--- config.mk ---
export PLATFORM = sky130hd
export DESIGN_NAME = rtc_init_sequencer
export DESIGN_NICKNAME = d
export VERILOG_FILES = /design/src/rtl/rtc_init_sequencer.sv
export SDC_FILE = /design/constraint.sdc
export NUM_CORES = 1
export LEC_CHECK = 0
export ABC_AREA = 1
export CAP_MARGIN = 25
export CORE_MARGIN = 2
export CORE_UTILIZATION = 36
export CTS_BUF_LIST = sky130_fd_sc_hd__clkbuf_8
export DETAILED_ROUTE_END_ITERATION = 7
export GPL_ROUTABILITY_DRIVEN = 0
export PLACE_DENSITY = 0.69
export REMOVE_ABC_BUFFERS = 1
export SLEW_MARGIN = 15
export SYNTH_ARGS = -nofsm -noshare
export SYNTH_HDL_FRONTEND = slang
export SYNTH_SLANG_ARGS = --single-unit
--- constraint.sdc ---
create_clock -name clk -period 4.7 [get_ports clk]
set_input_delay 0.705 -clock clk [delete_from_list [all_inputs] [get_ports clk]]
set_output_delay 0.705 -clock clk [all_outputs]
set_load 0.01 [all_outputs]
--- src/rtl/rtc_init_sequencer.sv ---
// Self-timed RTC init sequencer: walks an (address, data) table on the muxed RTC bus.
// Optional read-back/compare after every write is enabled by defining RTC_INIT_READBACK_EN.
module rtc_init_sequencer #(
   parameter int unsigned DATA_W     = 8,
   parameter int unsigned NUM_WRITES = 4,
   parameter int unsigned SLOT_LEN   = 24,
   parameter int unsigned SETUP      = 2,
   parameter logic [NUM_WRITES*DATA_W-1:0] INIT_ADDR = 32'h00_10_02_02,
   parameter logic [NUM_WRITES*DATA_W-1:0] INIT_DATA = 32'h10_D2_00_10,
   localparam int unsigned IDX_W = (NUM_WRITES > 1) ? $clog2(NUM_WRITES) : 1
) (
   input  logic              clk,
   input  logic              reset,
   input  logic              en,
   input  logic              start,
   input  logic [DATA_W-1:0] rtc_din,
   output logic              en_dir,
   output logic              en_wr,
   output logic              en_rd,
   output logic [DATA_W-1:0] data_rtc,
   output logic              busy,
   output logic              done,
   output logic [IDX_W-1:0]  idx,
   output logic              err
);

   localparam int unsigned      CNT_W     = (SLOT_LEN > 1) ? $clog2(SLOT_LEN) : 1;
   localparam logic [CNT_W-1:0] CNT_LAST  = CNT_W'(SLOT_LEN - 1);
   localparam logic [CNT_W-1:0] CNT_SETUP = CNT_W'(SETUP);
   localparam logic [IDX_W-1:0] IDX_LAST  = IDX_W'(NUM_WRITES - 1);

   typedef enum logic [3:0] {
      IDLE,
      ADDR,
      GAP_A,
      WRITE,
      GAP_W,
`ifdef RTC_INIT_READBACK_EN
      RD_ADDR,
      GAP_RA,
      READ,
      GAP_R,
`endif
      DONE
   } state_t;

   state_t            state, state_nxt;
   logic [CNT_W-1:0]  cnt, cnt_nxt;
   logic [IDX_W-1:0]  idx_nxt;
   logic              dir_nxt, wr_nxt, busy_nxt, done_nxt;
   logic [DATA_W-1:0] data_nxt;
   logic              err_clr, err_set;

   logic [DATA_W-1:0] addr_tab [NUM_WRITES];
   logic [DATA_W-1:0] data_tab [NUM_WRITES];

   // Unflatten the parameter tables; entry 0 sits in the LSBs
   for (genvar g = 0; g < NUM_WRITES; g++) begin : g_tab
      assign addr_tab[g] = INIT_ADDR[g*DATA_W +: DATA_W];
      assign data_tab[g] = INIT_DATA[g*DATA_W +: DATA_W];
   end

   // Next-state, slot counter and table index
   always_comb begin
      state_nxt = state;
      cnt_nxt   = cnt;
      idx_nxt   = idx;
      err_clr   = 1'b0;
      err_set   = 1'b0;
      if (!en) begin
         state_nxt = IDLE;
         cnt_nxt   = '0;
         idx_nxt   = '0;
      end else begin
         case (state)
            IDLE: begin
               if (start) begin
                  state_nxt = ADDR;
                  cnt_nxt   = '0;
                  idx_nxt   = '0;
                  err_clr   = 1'b1;
               end
            end
            DONE: begin
               state_nxt = IDLE;
               idx_nxt   = '0;
            end
            default: begin
               if (cnt != CNT_LAST) begin
                  cnt_nxt = cnt + 1'b1;
               end else begin
                  cnt_nxt = '0;
                  case (state)
                     ADDR:    state_nxt = GAP_A;
                     GAP_A:   state_nxt = WRITE;
                     WRITE:   state_nxt = GAP_W;
`ifdef RTC_INIT_READBACK_EN
                     GAP_W:   state_nxt = RD_ADDR;
                     RD_ADDR: state_nxt = GAP_RA;
                     GAP_RA:  state_nxt = READ;
                     READ: begin
                        state_nxt = GAP_R;
                        err_set   = (rtc_din != data_tab[idx]);
                     end
                     GAP_R: begin
`else
                     GAP_W: begin
`endif
                        if (idx == IDX_LAST) begin
                           state_nxt = DONE;
                        end else begin
                           idx_nxt   = idx + 1'b1;
                           state_nxt = ADDR;
                        end
                     end
                     default: state_nxt = IDLE;
                  endcase
               end
            end
         endcase
      end
   end

   // Output values for the coming cycle, derived from the next state so they align with it
   always_comb begin
`ifdef RTC_INIT_READBACK_EN
      dir_nxt = (state_nxt == ADDR) || (state_nxt == RD_ADDR);
`else
      dir_nxt = (state_nxt == ADDR);
`endif
      wr_nxt   = (state_nxt == WRITE);
      busy_nxt = (state_nxt != IDLE) && (state_nxt != DONE);
      done_nxt = (state_nxt == DONE);
      data_nxt = '0;
      if (cnt_nxt >= CNT_SETUP) begin
         if (dir_nxt) begin
            data_nxt = addr_tab[idx_nxt];
         end else if (wr_nxt) begin
            data_nxt = data_tab[idx_nxt];
         end
      end
   end

   always_ff @(posedge clk or negedge reset) begin
      if (!reset) begin
         state    <= IDLE;
         cnt      <= '0;
         idx      <= '0;
         en_dir   <= 1'b0;
         en_wr    <= 1'b0;
         data_rtc <= '0;
         busy     <= 1'b0;
         done     <= 1'b0;
      end else begin
         state    <= state_nxt;
         cnt      <= cnt_nxt;
         idx      <= idx_nxt;
         en_dir   <= dir_nxt;
         en_wr    <= wr_nxt;
         data_rtc <= data_nxt;
         busy     <= busy_nxt;
         done     <= done_nxt;
      end
   end

`ifdef RTC_INIT_READBACK_EN
   // err survives an en abort; only reset or a newly accepted run clears it
   always_ff @(posedge clk or negedge reset) begin
      if (!reset) begin
         en_rd <= 1'b0;
         err   <= 1'b0;
      end else begin
         en_rd <= (state_nxt == READ);
         if (err_clr) begin
            err <= 1'b0;
         end else if (err_set) begin
            err <= 1'b1;
         end
      end
   end
`else
   logic unused_rb;
   assign unused_rb = ^{rtc_din, err_clr, err_set};
   assign en_rd     = 1'b0;
   assign err       = 1'b0;
`endif

endmodule

Word level (Yosys, flattened, before mapping)
Index checks and enable logic that the tools add are counted.
{"block": "word_totals", "out_inout_bits": 16, "ff_bits": 23, "input_bits": 12, "word_cells": 52, "ram_bits": 0, "latchBits": 0, "memories": 0, "mem_bits_ro": 0}
{"block": "op_classes", "addsub": 2, "n_lt_le_gt_ge": 2, "reduce_logical": 3, "shifts": 0, "n_eq_ne": 11, "n_mux": 25, "mul": 0, "div": 0, "bitwise_logic": 1}
{"op": "8-bit 2-to-1 mux", "count": 7}
{"op": "8-bit binary-select mux with 2-bit select", "count": 2}
{"op": "5-bit 2-to-1 mux", "count": 3}
{"op": "4-bit by 2-bit equality test with 1-bit output (second input constant)", "count": 3}
{"op": "4-bit by 3-bit equality test with 1-bit output (second input constant)", "count": 3}
{"op": "4-bit 2-to-1 mux", "count": 3}
{"op": "3-bit one-hot mux with 4 select lines", "count": 1}
{"op": "2-bit 2-to-1 mux", "count": 5}
{"op": "5-bit one-hot mux with 2 select lines", "count": 1}
{"op": "4-bit by 1-bit equality test with 1-bit output (second input constant)", "count": 2}
{"op": "4-bit one-hot mux with 2 select lines", "count": 1}
{"op": "5-bit by 1-bit adder with 5-bit output (second input constant)", "count": 1}
{"op": "5-bit by 2-bit greater-or-equal comparator with 1-bit output (second input constant)", "count": 1}
{"op": "5-bit != test (second input constant)", "count": 1}
{"op": "4-bit zero test", "count": 1}
{"op": "4-bit by 3-bit != test with 1-bit output (second input constant)", "count": 1}
{"op": "2-bit one-hot mux with 2 select lines", "count": 1}
{"op": "4-bit nonzero test", "count": 1}
{"op": "3-bit greater-or-equal comparator (second input constant)", "count": 1}
{"op": "3-bit 2-to-1 mux", "count": 1}
{"op": "2-bit inverter with 3-bit output", "count": 1}
{"op": "2-bit by 1-bit adder with 2-bit output (second input constant)", "count": 1}
{"op": "2-bit equality test (second input constant)", "count": 1}
{"op": "1-bit logical AND", "count": 1}

Longest topological paths before layout
Gate-level depths: netlist (run 1).
{"block": "logic_depth", "ltp_word": 13, "ltp_mapped": 12, "ltp_nobuf": 12}

Worst setup path after synthesis (run 1)
OpenSTA, ideal clock, no wires.
{"block": "synth_path", "path_kind": "input -> register", "from": "in en", "to": "reg data_rtc[4]", "setup_time_ps": 114, "arrival_ps": 1483, "setup_slack_ps": 3103, "t_required_ps": 4586, "cell_stages": 8, "cell_sequence": "buf_4 > inv_1 > nor2_1 > nand3_2 > nor2_2 > nand2_1 > nand2_1 > nor2_1"}
{"block": "synth_via", "word_cells_on_any_way": 16, "classes_between": "order compare: 1; eq/ne: 2; mux: 12; bitwise: 1"}
{"element": "start: declaration", "line": "14", "rtl": "input logic en,"}
{"element": "4-bit 2-to-1 mux", "line": "70", "rtl": "if (!en) begin"}
{"element": "4-bit by 1-bit equality test with 1-bit output", "line": "129", "rtl": "dir_nxt = (state_nxt == ADDR);"}
{"element": "net dir_nxt", "line": "50", "rtl": "logic dir_nxt, wr_nxt, busy_nxt, done_nxt;"}
{"element": "8-bit 2-to-1 mux", "line": "136", "rtl": "if (dir_nxt) begin"}
{"element": "8-bit 2-to-1 mux", "line": "135", "rtl": "if (cnt_nxt >= CNT_SETUP) begin"}
{"element": "net data_nxt[4]", "line": "51", "rtl": "logic [DATA_W-1:0] data_nxt;"}
{"element": "end signal: assignment", "line": "160", "rtl": "data_rtc <= data_nxt;"}
{"element": "end: declaration", "line": "20", "rtl": "output logic [DATA_W-1:0] data_rtc,"}
The timed path passes the listed nets, and every way through them passes these cells. The select of a mux whose other input is x is not followed.

Final worst setup path (run 1)
Same ends and word-level chain as after synthesis.

==> results of run 1 <==
[path summary, 6_finish.rpt]
path / from / endpoint / slack (ns) / depth (start not counted)
worst max-delay path: en / data_rtc[4] / 2.57 / 8
worst min-delay path: cnt[0] / cnt[0] / 0.56 / 1
worst max register to register: cnt[0] / data_rtc[1] / 2.93 / 11
worst min register to register: cnt[0] / cnt[0] / 0.56 / 1
max in group asynchronous: reset / cnt[1] / 3.35 / 1
min in group asynchronous: reset / en_dir / 0.89 / 1
[sequential cells by signal, summed over array words and instances (netlist names)]
name,cells
data_rtc,3
idx,2
en_wr,1
cnt,5
en_dir,1
done,1
busy,1
state,4
[critical path, delay by kind of cell]
family	cells	cell delay, ns
buf+inv	2	0.84
simple gates	6	0.73
[cells in the final DEF, fill, tap and decap left out, types with 5 or more instances in the layout]
master / count
dfrtp_1: 18
nand3_1: 13
nor2_2: 7
nor2_1: 11
nand2_1: 37
inv_1: 16
clkdlybuf4s50_1: 13
nand2_2: 6
nand3_2: 5
conb_1: 6
[cell type report]
cell class                 instances  area [sq um]  area share [%]
tap                               33         41.29           3.188
timing repair buffer              13         130.1           10.05
inverter                          23         90.09           6.957
sequential                        18         450.4           34.78
clock buffer                       3         41.29           3.188
multi-input combinational        104         541.8           41.84
[layer usage]
layer  up-vias  wire length [microns]  track usage, %  part of all wire (%)
li1        482                      -               -                     -
met1       422                   1070           18.50                    48
met2        30                   1030           21.58                    46
met3         4                     99           1.948                   4.4
met4         0                     34           6.984                   1.5
met5         -                      0               0                     0
[power by group through the flow]
| stage | Sequential, mW | Clock [mW] | Combinational [mW] |
|---|---|---|---|
| 2_1_floorplan | 0.166 | 0 | 0.0237 |
| 3_3_place_gp | 0.165 | 0 | 0.0394 |
| 3_5_place_dp | 0.165 | 0 | 0.0398 |
| 4_1_cts | 0.163 | 0.103 | 0.0401 |
| 5_1_grt | 0.163 | 0.109 | 0.0449 |
| 6_report | 0.163 | 0.100 | 0.0396 |
[logic make-up after synthesis]
| logic type | after synthesis | synth area share (%) |
|---|---|---|
| AOI/OAI and AO/OA | 8 | 3.786 |
| xor gates and xnor gates | 1 | 0.7797 |
| adders and majority gates | 1 | 1.113 |
| buffers and inverters | 31 | 13.36 |
| DFF | 18 | 40.09 |
| other | 1 | 0.3338 |
| and+or+nand+nor | 88 | 40.53 |
==> impl_metrics.yaml, run 1 <==
outcome:
  run_status: "finished, final reports clean"
final_layout:
  num-fill-cells: 314
  drive_gt1_share_pct: 18.63
  syn_to_final_growth_pct: 15.26
  finish.instance_area_sq_mm: 0.001295
  num-nets-final: 176
  final_cells: 194
  finish.utilization_pct: 43.13
  antenna_cells: 0
power_and_ir_drop:
  intPower_mw: 0.2301
  p_seq_share_pct: 53.7
  leakagePower_nw: 0.7027
  peakVddDrop_mv: 0.2003
  p_comb_share_pct: 13.1
  fin_total_pwr_mw: 0.3028
  switchingPower_mw: 0.07271
  swShare_pct: 24.01
  power.share.clock_pct: 33.2
  power_density_mw_per_mm2: 233.8
logic_synthesis:
  syn_avg_cell_area_sq_um: 7.592
  yosys-top-cells-area: "dfrtp_1, nand2_1, nand3_1"
  synth-seq-cells: 18
  netlist_area_sq_mm: 0.001124
  synthCells: 148
  ys_async_sr_fraction_pct: 100.0
  ys.flop_type: "dfrtp_1"
  yosys_warnings: 0
  synth_common_cells: "nand2_1, dfrtp_1, inv_1, nand3_1, nor2_1"
  yosysSeqAreaShare_pct: 40.09
  netlist.area_leader.share_pct: 40.09
  ys_types: 25
  yosysMostFrequentCell: "nand2_1"
  yosys.area.top_type: "dfrtp_1"
  synth_edf_count: 0
drt:
  ant_nets: 0
  num_vias: 938
  drc: 0
  drt-total-wl_microns: 2233
  wl_per_cell_microns: 11.51
  routed_via_density: 4.835
  firstDrtPassIters: 4
  drt_iter0_drc: 35
placement:
  placed_area_sq_mm: 0.001254
  dp_worst_setup_slack_ns: 2.311
  hpwlAfterDp_microns: 1819
  portBuffers: 13
  placed_cells: 191
worst_setup_path:
  arrival_ns: 2.28
  cp.required_ns: 4.84
  end_kind: "flip-flop"
  slowest_stage: "clkdlybuf4s50_1"
  critical_path_class: "in2reg"
  startpoint_type: "input port"
  slowest_delay_ns: 0.71
  crit_fanout: 10
  crit_chain: "clkdlybuf4s50_1 -> inv_1 -> nor2_1 -> nand3_2 -> nor2_2 -> nand2_1 -> nand2_1 -> nor2_1"
clocking:
  cts.sinks: 18
  cts_made_buffers: 3
  hold_buffers: 0
  htreeDepth: 1
  root_buffer: "clkbuf_8"
  post_cts_buffers: 0
  tritoncts: "done"
  post_cts_resized: 0
  cts.clk_slew.worst_paths_ns: 0.06
  cts_buffer_depth: 2
  clock_latency_ns: 0.25
sta:
  hold_viol: 0
  fin_crit_sh_pct: 45.38
  rsz0062_at_grt: "false"
  fin_skew_ns: 0.001529
  fin_crit_ns: 2.133
  worstMarginPinSlew_ns: 0.7263
  fin_hold_ws_ns: 0.5625
  setup_violations: 0
  fmax_mhz: 468.8
  fin_ws_ns: 2.567
  max_slew_margin_pct: 51.43
  setup_tns_ns: 0
  drv_slew: 0
global_routing:
  grt_pass1_vias: 864
  antenna_found_initial: 0
  grt_max_degree: 19
  grt_overflow: 0
  grt_pass1_wl_microns: 3705
  grtUsageTotal_pct: 13.79
floorplanning:
  ios: 28
  die_x_microns: 59.87
  die_h_microns: 59.87
  num_rows: 20
  initial_core_util_pct: 37.42
  core_region_area_sq_mm: 0.003003
  die-area_sq_mm: 0.003584
worst_hold_path:
  hp-class: "reg2reg"
run:
  drv_cap: 0
Note: power is estimated with default switching activity, not from simulation.
==> run 2: changes to the inputs <==
==> constraint.sdc (replaced) <==
create_clock -name clk -period 2.2 [get_ports clk]
set_input_delay 0.33 -clock clk [delete_from_list [all_inputs] [get_ports clk]]
set_output_delay 0.33 -clock clk [all_outputs]
set_load 0.01 [all_outputs]
==> run 2 against run 1 <==
First-iteration DRC count shrank 11%. Sequential share of layout area fell by 0.20 points. Via count grew 0.75%. Largest power group unchanged.
==> impl_metrics.yaml, run 2 (same netlist as run 1, synthesis figures left out) <==
final_layout:
  multi_input_area_sq_um: 541.8
  antenna_cells: 0
  finish.utilization_pct: 43.38
  largest_register: "cnt"
  final_cell_mix: "nand2_1, dfrtp_1, inv_1"
  layout_commonest_cell: "nand2_1"
  num-nets-final: 177
  seqCellArea_sq_um: 450.4
  finish.instance_area_sq_mm: 0.001303
  largest_reg_flops: 5
  num-fill-cells: 309
  drive_gt1_share_pct: 19.14
  top_regs: "cnt: 5 flops, state: 4 flops, data_rtc: 3 flops"
  syn_to_final_growth_pct: 15.92
  final_cells: 195
drt:
  top_layer: "met4"
  routed_via_density: 4.846
  met1_length_microns: 1011
  drt_iter0_drc: 31
  firstDrtPassIters: 4
  route.met3.wl_microns: 143
  wl_per_cell_microns: 11.48
  drc: 0
  dr_wl_met2_microns: 1043
  ant_nets: 0
  drt-total-wl_microns: 2239
  num_vias: 945
floorplanning:
  num_rows: 20
  core_region_area_sq_mm: 0.003003
  ios: 28
  die-area_sq_mm: 0.003584
  die_h_microns: 59.87
  die_x_microns: 59.87
  initial_core_util_pct: 37.42
global_routing:
  grt_overflow: 0
  grtUsageTotal_pct: 13.55
  grt_pass1_wl_microns: 3677
  antenna_found_initial: 0
  grt_pass1_vias: 889
  grt_max_degree: 19
sta:
  fin_hold_ws_ns: 0.5189
  fin_ws_ns: 0.4389
  rsz0062_at_grt: "false"
  max_slew_margin_pct: 51.12
  fin_skew_ns: 0.004175
  fin_crit_ns: 1.761
  worstMarginPinSlew_ns: 0.7309
  fin_crit_sh_pct: 80.05
  fmax_mhz: 567.8
  hold_viol: 0
  setup_tns_ns: 0
  drv_slew: 0
  setup_violations: 0
clocking:
  cts.clk_slew.worst_paths_ns: 0.06
  post_cts_buffers: 0
  cts_made_buffers: 3
  hold_buffers: 0
  post_cts_resized: 0
  root_buffer: "clkbuf_8"
  tritoncts: "done"
  htreeDepth: 1
  cts.sinks: 18
  clock_latency_ns: 0.24
  cts_buffer_depth: 2
placement:
  placed_cells: 192
  hpwlAfterDp_microns: 1817
  placed_area_sq_mm: 0.001261
  dp_worst_setup_slack_ns: 0.2358
  portBuffers: 13
worst_setup_path:
  regToRegStartpoint: "cnt[0]"
  r2r-end: "data_rtc[4]"
  critical_path_class: "reg2reg"
  startpoint_type: "flip-flop"
  cp.required_ns: 2.34
  rrSetupSlack_ns: 0.44
  r2r_cells: 12
  arrival_ns: 1.90
  end_kind: "flip-flop"
  crit_fanout: 8
power_and_ir_drop:
  leakagePower_nw: 0.7075
  power_density_mw_per_mm2: 497.1
  fin_total_pwr_mw: 0.6475
  peakVddDrop_mv: 0.5641
run:
  drv_cap: 0
worst_hold_path:
  hp-class: "in2async"
outcome:
  run_status: "finished, final reports clean"
==> run 2: cell count changes in the layout (fill, tap and decap cells not counted), sizes merged <==
cell,change
buf,+1
==> run 2: where the power goes <==
group	total, mW	switching [mW]	internal, mW
sequential	0.348	0.00751	0.340
combinational	0.0874	0.0563	0.0311
clock	0.212	0.0914	0.121
==> run 2: routing by layer <==
layer | vias to the layer above | global-route usage (%)
li1 | 480 | -
met1 | 419 | 17.48
met2 | 40 | 21.43
met3 | 6 | 3.030
met4 | 0 | 6.349
met5 | - | 0
==> run 2: worst max path at each step <==
stage / from / depth (start not counted) / to
after floorplan: cnt[0] / 12 / data_rtc[4]
after global placement: en / 8 / data_rtc[4]
after detailed placement: en / 8 / data_rtc[4]
after CTS: cnt[0] / 12 / data_rtc[4]
after global routing: cnt[0] / 12 / data_rtc[4]
final: cnt[0] / 12 / data_rtc[4]
==> run 2: worst max-delay path: stages (launching register included) <==
cell and delay (ns):
dfrtp_1 0.41, ha_1 0.27, nand2_4 0.10, nor2_8 0.19
inv_4 0.07, nand2_1 0.06, nand2_1 0.06, nand2_2 0.09
nand3_2 0.10, nor2_2 0.16, nand2_1 0.07, nand2_1 0.06
nor2_1 0.04
==> run 2: cell type report <==
cell class	instances	area share, %
well taps	33	3.170
inverters	23	6.916
clock buffers	3	3.170
multi-input cells	104	41.59
flip-flops and latches	18	34.58
repair buffers	14	10.57
==> run 3: changes to the inputs <==
==> constraint.sdc (replaced) <==
create_clock -name clk -period 1.7 [get_ports clk]
set_input_delay 0.255 -clock clk [delete_from_list [all_inputs] [get_ports clk]]
set_output_delay 0.255 -clock clk [all_outputs]
set_load 0.01 [all_outputs]
==> run 3 against run 2 <==
Clock power up 56%. Largest power group unchanged. Register-to-register slack lost 0.35 ns. Critical path depth down 1. Non-clock buffer count increased by 13. Combinational power rose by 75%. Worst setup slack got worse by 0.35 ns. Critical endpoint is now data_rtc[1].
==> impl_metrics.yaml, run 3 (same netlist as run 1, synthesis figures left out) <==
global_routing:
  grt_pass1_wl_microns: 3933
  grtUsageTotal_pct: 14.68
  antenna_found_initial: 0
  grt_overflow: 0
  grt_max_degree: 19
  grt_pass1_vias: 941
sta:
  fin_crit_sh_pct: 94.59
  fin_ws_ns: 0.09191
  setup_violations: 0
  setup_tns_ns: 0
  hold_viol: 0
  drv_slew: 0
  fmax_mhz: 621.9
  fin_hold_ws_ns: 0.3251
  fin_crit_ns: 1.608
  fin_skew_ns: 0.002527
drt:
  num_vias: 997
  drc: 0
  firstDrtPassIters: 4
  drt-total-wl_microns: 2410
  routed_via_density: 4.770
  ant_nets: 0
  drt_iter0_drc: 12
  wl_per_cell_microns: 11.53
worst_setup_path:
  end_kind: "flip-flop"
  critical_path_class: "reg2reg"
  cp.required_ns: 1.89
  crit_fanout: 8
  startpoint_type: "flip-flop"
  arrival_ns: 1.80
clocking:
  cts.clk_slew.worst_paths_ns: 0.06
  htreeDepth: 1
  cts.sinks: 18
  cts_made_buffers: 3
  clock_latency_ns: 0.25
  tritoncts: "done"
  root_buffer: "clkbuf_8"
  cts_buffer_depth: 2
final_layout:
  num-nets-final: 190
  largest_reg_flops: 5
  num-fill-cells: 269
  drive_gt1_share_pct: 32.39
  antenna_cells: 0
  final_cell_mix: "nand2_1, dfrtp_1, inv_1"
  multi_input_area_sq_um: 624.3
  final_cells: 209
  largest_register: "cnt"
  syn_to_final_growth_pct: 33.30
  layout_commonest_cell: "nand2_1"
  top_regs: "cnt: 5 flops, state: 4 flops, data_rtc: 3 flops"
  seqCellArea_sq_um: 451.7
placement:
  dp_worst_setup_slack_ns: -0.08657
  hpwlAfterDp_microns: 1891
  placed_cells: 202
  portBuffers: 13
floorplanning:
  core_region_area_sq_mm: 0.003003
  die-area_sq_mm: 0.003584
  ios: 28
  die_x_microns: 59.87
  num_rows: 20
  initial_core_util_pct: 37.42
  die_h_microns: 59.87
outcome:
  run_status: "finished, final reports clean"
worst_hold_path:
  hp-class: "in2async"
power_and_ir_drop:
  power_density_mw_per_mm2: 623.1
  peakVddDrop_mv: 0.4209
  leakagePower_nw: 0.7889
run:
  drv_cap: 0
==> run 3: cell types whose count changed in the layout (fill, tap and decap cells not counted), sizes merged <==
cell	before	now
buf	1	14
clkbuf	3	4
==> run 3: timing repair <==
| action | CTS | global route |
|---|---|---|
| pin swaps | 1 | 5 |
| setup endpoints to repair | 1 | 4 |
| buffers inserted | 0 | 3 |
| hold endpoints to repair | 0 | 0 |
| hold buffers | 0 | 0 |
| resized for setup | 1 | 20 |
==> run 3: per-layer routing <==
metal | track usage (%) | up-vias | wire length [microns]
met2 | 23.76 | 34 | 1180
li1 | - | 508 | -
met5 | 0 | - | 0
met3 | 1.299 | 7 | 87
met1 | 18.48 | 448 | 1065
met4 | 9.841 | 0 | 76
==> run 3: worst paths after layout <==
check / start / to / slack (ns) / cells past startpoint
setup / recovery: cnt[1] / data_rtc[1] / 0.09 / 11
max in group asynchronous: reset / state[0] / 1.18 / 2
hold / removal: reset / done / 0.33 / 2
hold reg to reg: cnt[4] / cnt[4] / 0.68 / 4
min in group clk: cnt[4] / cnt[4] / 0.68 / 4
setup reg to reg: cnt[1] / data_rtc[1] / 0.09 / 11
==> run 3: cell type report <==
type | count | area share [%]
Clock buffer | 4 | 3.676
Inverter | 23 | 6.015
Multi-Input combinational cell | 104 | 41.69
Sequential cell | 18 | 30.16
Tap cell | 33 | 2.757
Timing Repair Buffer | 27 | 15.71
==> run 3: power breakdown <==
part,internal (mW),leakage [nW],total (mW),switching (mW)
Clock,0.205,0.0288,0.330,0.125
Sequential,0.440,0.246,0.450,0.00974
Combinational,0.0653,0.515,0.153,0.0873
Total,0.711,0.789,0.933,0.222
==> run 3: metrics by stage <==
| step | cell area [sq um] | util [%] | power (mW) |
|---|---|---|---|
| global placement | 1336 | 44.50 | 0.5840 |
| detailed placement | 1336 | 44.50 | 0.5885 |
| CTS | 1394 | 46.42 | 0.9222 |
| global route | 1498 | 49.88 | 0.9841 |
| floorplan | 1082 | - | 0.5241 |
| finish | 1498 | 49.88 | 0.9332 |
==> run 3: worst max-delay path, stage by stage (launching register included) <==
cell and delay (ns):
dfrtp_1 0.39, ha_4 0.17, nand2_4 0.07, nor2_8 0.19
inv_4 0.08, nand2_2 0.06, nand3_2 0.13, clkinv_2 0.11
nand3_2 0.08, nor2_4 0.11, nand3_2 0.09, nand2_1 0.07
